--- config.mk ---
export PLATFORM = sky130hd
export DESIGN_NAME = mem_port_arbiter
export DESIGN_NICKNAME = d
export VERILOG_FILES = /design/src/rtl/riscv_pkg.sv /design/src/rtl/mem_port_arbiter.sv
export SDC_FILE = /design/constraint.sdc
export NUM_CORES = 1
export LEC_CHECK = 0
export CORE_AREA = 8 8 100 102
export CTS_CLUSTER_DIAMETER = 60
export CTS_CLUSTER_SIZE = 20
export DETAILED_ROUTE_END_ITERATION = 6
export DIE_AREA = 0 0 108 110
export PLACE_DENSITY = 0.72
export SYNTH_ARGS = -nofsm -noshare
export SYNTH_HDL_FRONTEND = slang
export SYNTH_SLANG_ARGS = --single-unit
--- constraint.sdc ---
create_clock -name clk -period 2.7 [get_ports clk]
set_clock_uncertainty 0.05 [all_clocks]
set_input_delay 0.54 -clock clk [delete_from_list [all_inputs] [get_ports clk]]
set_output_delay 0.54 -clock clk [all_outputs]
set_load 0.03 [all_outputs]
--- src/rtl/riscv_pkg.sv ---
// ----------------------------------------------------------------------------
// riscv_pkg : shared encodings for the memory-port arbiter
// Revision  : 1.0
// ----------------------------------------------------------------------------
`default_nettype none

package riscv_pkg;

  typedef enum logic {
    ST_IDLE = 1'b0,
    ST_BUSY = 1'b1
  } state_e;

  typedef enum logic {
    OWN_I = 1'b0,
    OWN_D = 1'b1
  } owner_e;

  localparam int unsigned MEM_LAT_DEF = 1;

endpackage

`default_nettype wire

--- src/rtl/mem_port_arbiter.sv ---
// ----------------------------------------------------------------------------
// mem_port_arbiter : shares one SRAM port between fetch (I) and load/store (D)
// Revision         : 1.0
// ----------------------------------------------------------------------------
`default_nettype none

module mem_port_arbiter
  import riscv_pkg::*;
#(
  parameter int unsigned ADDR_W     = 32,
  parameter int unsigned DATA_W     = 32,
  parameter int unsigned MEM_LAT    = MEM_LAT_DEF,
  parameter int unsigned STARVE_MAX = 4
) (
  input  logic                clk,
  input  logic                rst_n,
  input  logic                flush,
  input  logic                i_req,
  input  logic [ADDR_W-1:0]   i_addr,
  output logic                i_gnt,
  output logic                i_rvalid,
  output logic [DATA_W-1:0]   i_rdata,
  input  logic                d_req,
  input  logic                d_we,
  input  logic [ADDR_W-1:0]   d_addr,
  input  logic [DATA_W-1:0]   d_wdata,
  input  logic [DATA_W/8-1:0] d_wstrb,
  output logic                d_gnt,
  output logic                d_rvalid,
  output logic [DATA_W-1:0]   d_rdata,
  output logic                m_en,
  output logic                m_we,
  output logic [ADDR_W-1:0]   m_addr,
  output logic [DATA_W-1:0]   m_wdata,
  output logic [DATA_W/8-1:0] m_wstrb,
  input  logic [DATA_W-1:0]   m_rdata
);

  localparam int unsigned LAT_W = (MEM_LAT > 1) ? $clog2(MEM_LAT + 1) : 1;
  localparam int unsigned CNT_W = (STARVE_MAX > 1) ? $clog2(STARVE_MAX + 1) : 1;
  localparam logic [LAT_W-1:0] C_LAT_INIT = LAT_W'(MEM_LAT);
  localparam logic [LAT_W-1:0] C_LAT_ONE  = LAT_W'(1);
  localparam logic [CNT_W-1:0] C_STARVE   = CNT_W'(STARVE_MAX);

  state_e            state_q;
  owner_e            owner_q;
  logic [LAT_W-1:0]  lat_q;
  logic [CNT_W-1:0]  starve_q;
  logic              drop_q;

  logic w_idle, w_d_win, w_i_win, w_rd_done, w_d_store;

  // Every output is gated by rst_n so nothing leaks while reset is held.
  always_comb begin
    w_idle    = rst_n && (state_q == ST_IDLE);
    w_d_win   = w_idle && d_req && ((starve_q < C_STARVE) || !i_req || flush);
    w_i_win   = w_idle && !w_d_win && i_req && !flush;
    w_d_store = w_d_win && d_we;
    w_rd_done = rst_n && (state_q == ST_BUSY) && (lat_q == C_LAT_ONE);
  end

  always_comb begin
    i_gnt    = w_i_win;
    d_gnt    = w_d_win;
    m_en     = w_d_win || w_i_win;
    m_we     = w_d_store;
    m_addr   = w_d_win ? d_addr : (w_i_win ? i_addr : '0);
    m_wdata  = w_d_store ? d_wdata : '0;
    m_wstrb  = w_d_store ? d_wstrb : '0;
    i_rvalid = w_rd_done && (owner_q == OWN_I) && !drop_q && !flush;
    d_rvalid = w_rd_done && (owner_q == OWN_D);
    i_rdata  = i_rvalid ? m_rdata : '0;
    d_rdata  = d_rvalid ? m_rdata : '0;
  end

  always_ff @(posedge clk or negedge rst_n) begin
    if (!rst_n) begin
      state_q  <= ST_IDLE;
      owner_q  <= OWN_D;
      lat_q    <= '0;
      starve_q <= '0;
      drop_q   <= 1'b0;
    end else begin
      case (state_q)
        ST_IDLE: begin
          if (w_i_win || (w_d_win && !d_we)) begin
            state_q <= ST_BUSY;
            owner_q <= w_i_win ? OWN_I : OWN_D;
            lat_q   <= C_LAT_INIT;
            drop_q  <= 1'b0;
          end
        end
        ST_BUSY: begin
          lat_q <= lat_q - C_LAT_ONE;
          if (flush && (owner_q == OWN_I)) begin
            drop_q <= 1'b1;
          end
          if (lat_q == C_LAT_ONE) begin
            state_q <= ST_IDLE;
            drop_q  <= 1'b0;
          end
        end
        default: state_q <= ST_IDLE;
      endcase

      // Fetch fairness: saturating count of D wins while fetch is waiting.
      if (!i_req || w_i_win) begin
        starve_q <= '0;
      end else if (w_d_win && (starve_q != C_STARVE)) begin
        starve_q <= starve_q + CNT_W'(1);
      end
    end
  end

endmodule

`default_nettype wire

==> results.json, run 1 <==
{
  "avgSynthCellArea_um2": 7.85,
  "arrival_ns": 1.97,
  "max_freq_ghz": 0.391,
  "cts_root_buf": "clkbuf_8",
  "grt_pass1_vias": 2572,
  "finalHoldViolCount": 0,
  "cts_max_level": 1,
  "p_leak_uw": 0.00209,
  "final_area_um2": 4340,
  "syn_nets": 339,
  "netlist_area_um2": 1560,
  "syn_inst": 199,
  "clock_sinks": 7,
  "viasPerCell": 4.33,
  "final_common_cell": "buf_4",
  "crit_type": "input port to primary output",
  "num_vias": 2521,
  "drtAntennaViolNets": 0,
  "hold_buffers": 0,
  "ios": 276,
  "crit_fanout": 16,
  "layout_common_cells": "buf_4 (135), clkdlybuf4s50_1 (133), and2_1 (100)",
  "initial_core_util": 0.184,
  "endpoint_kind": "primary output",
  "ir_drop_uv": 238,
  "clk_latency_ns": 0.22,
  "dp_hpwl_um": 8850,
  "area_growth_pct": 178,
  "n_antenna_cell": 0,
  "grt_max_degree": 41,
  "fin_nets": 615,
  "drt_first_pass_iters": 4,
  "tightestPinTransition_ns": 0.403,
  "report.final.slew_viol_count": 0,
  "route.detailed.drc": 0,
  "gr-total-overflow": 0,
  "grt_pass1_wl_um": 14500,
  "maxSlewHeadroom": 0.729,
  "core_area_um2": 8470,
  "setup_viol": 0,
  "cts_tree": "yes",
  "run_status": "finished clean",
  "port_buffers": 275,
  "ys_seq_area_frac": 0.113,
  "dieArea_um2": 11900,
  "num_rows": 34,
  "grt_use_total": 0.152,
  "synth_warnings": 0,
  "clock_path_buffers": 2,
  "synth_cell_type_count": 40,
  "die-height_um": 110,
  "first_iter_violations": 60,
  "ys_ff_latch": 7,
  "final.fill_count": 765,
  "worst-endpoint-required_ns": 2.11,
  "routabilityCongestion": 0.757,
  "power.total_uw": 1290,
  "chipWidth_um": 108,
  "p_per_area_nw_per_um2": 297,
  "period_share": 0.948,
  "numCtsBuffers": 3,
  "drv_cap": 0,
  "wl_per_cell_um": 18.0,
  "wl_um": 10500,
  "rsz0062_at_grt": "false",
  "min_period_ns": 2.56,
  "placed_area_um2": 4190,
  "antenna_found_initial": 0,
  "drive_gt1_frac": 0.352,
  "cp-start-kind": "input port",
  "hold_ws_ns": 0.515,
  "hp-class": "register to register",
  "clk_pin_slew_ns": 0.04
}
-- where the power goes --
group,total (µW),leakage (µW),internal (µW),switching (µW)
sequential,171,0.0000891,135,36.5
clock,141,0.0000228,102,39.0
combinational,978,0.00198,492,486
-- layer usage --
metal  wire [µm]  GRT usage  vias to the layer above  share of wire
li1            -          -                     1231              -
met1        3590      0.150                     1143           0.34
met2        5570      0.293                      139           0.53
met3        1220     0.0610                        8           0.12
met4         104     0.0307                        0         0.0099
met5           0          0                        -              0
-- timing repair --
action	CTS	global route
resized for setup	1	6
setup endpoints to repair	15	37
cloned	0	3
setup buffers	0	2
-- critical path: stages --
cell and delay (ns):
dlygate4sd2_1 0.38, nand2b_4 0.11, nor3b_4 0.29, buf_6 0.17
clkbuf_16 0.17, a22o_1 0.13, buf_4 0.15
-- path summary, 6_finish.rpt --
path / cells after the start / start / to / slack (ns)
setup / recovery: 7 / rst_n / m_addr[3] / 0.14
setup reg to reg: 4 / state_q / drop_q / 1.28
max in group asynchronous: 2 / rst_n / owner_q / 1.88
hold reg to reg: 1 / lat_q / state_q / 0.51
hold / removal: 1 / lat_q / state_q / 0.51
min in group asynchronous: 2 / rst_n / state_q / 0.52
-- synth_stat cells --
master	instances	area, µm²
a21boi_0	1	7.51
a21oi_1	3	15.0
a22o_1	32	280
a311oi_2	1	15.0
a31o_2	1	8.76
a31oi_1	1	6.26
and2_1	100	626
and3_1	2	12.5
and3b_1	1	8.76
and3b_2	1	10.0
buf_2	4	20.0
buf_4	4	30.0
buf_6	5	56.3
clkbuf_1	2	7.51
clkbuf_2	2	10.0
dfrtp_1	6	150
dfstp_2	1	26.3
ha_1	2	25.0
inv_1	6	22.5
nand2_1	2	7.51
nand2b_4	1	13.8
nand3_2	1	10.0
nand3b_1	1	7.51
nand3b_4	1	20.0
nand4_1	1	6.26
nor2_1	1	3.75
nor2_2	1	6.26
nor2_4	1	11.3
nor2b_1	3	18.8
nor3_4	1	16.3
nor3b_4	1	18.8
nor4_4	1	21.3
o211ai_1	1	7.51
o21ai_0	1	5.00
o21bai_1	1	7.51
o221a_1	1	11.3
o221ai_1	1	8.76
o22ai_1	1	6.26
o31ai_1	1	7.51
xnor2_1	1	8.76
-- metrics by stage --
step	std cells	util	setup TNS, ns	setup slack [ns]
6_report	582	0.513	0	0.140
5_1_grt	582	0.513	0	0.0669
4_1_cts	577	0.500	0	0.0273
3_5_place_dp	573	0.495	-0.00383	-0.00326
3_3_place_gp	573	0.495	-0.000595	-0.000595
2_1_floorplan	199	-	0	0.567
-- cell type report --
type,instances,area [µm²],share of cell area
inverters,6,22.5,0.00519
flip-flops and latches,7,176,0.0406
multi-input cells,169,1250,0.287
clock buffers,4,45.0,0.0104
repair buffers,288,2720,0.626
well taps,108,135,0.0311
-- cell families after synthesis --
kind of cell | Yosys count | synth area share
DFF | 7 | 0.113
xor gates and xnor gates | 1 | 0.00561
buffers and inverters | 23 | 0.0937
and+or+nand+nor | 120 | 0.524
AOI/OAI and AO/OA | 46 | 0.248
adders and majority gates | 2 | 0.0160
-- state kept, by name, indices dropped and copies added, names as in the netlist --
name      count
starve_q      3
drop_q        1
lat_q         1
owner_q       1
state_q       1
Note: power is estimated with default switching activity, not from simulation.
==> run 2: changes to the inputs <==
Settings changed: SLEW_MARGIN set to 20.
==> results of run 2 <==
Final layout, timing and power as in run 1 (identical DEF).
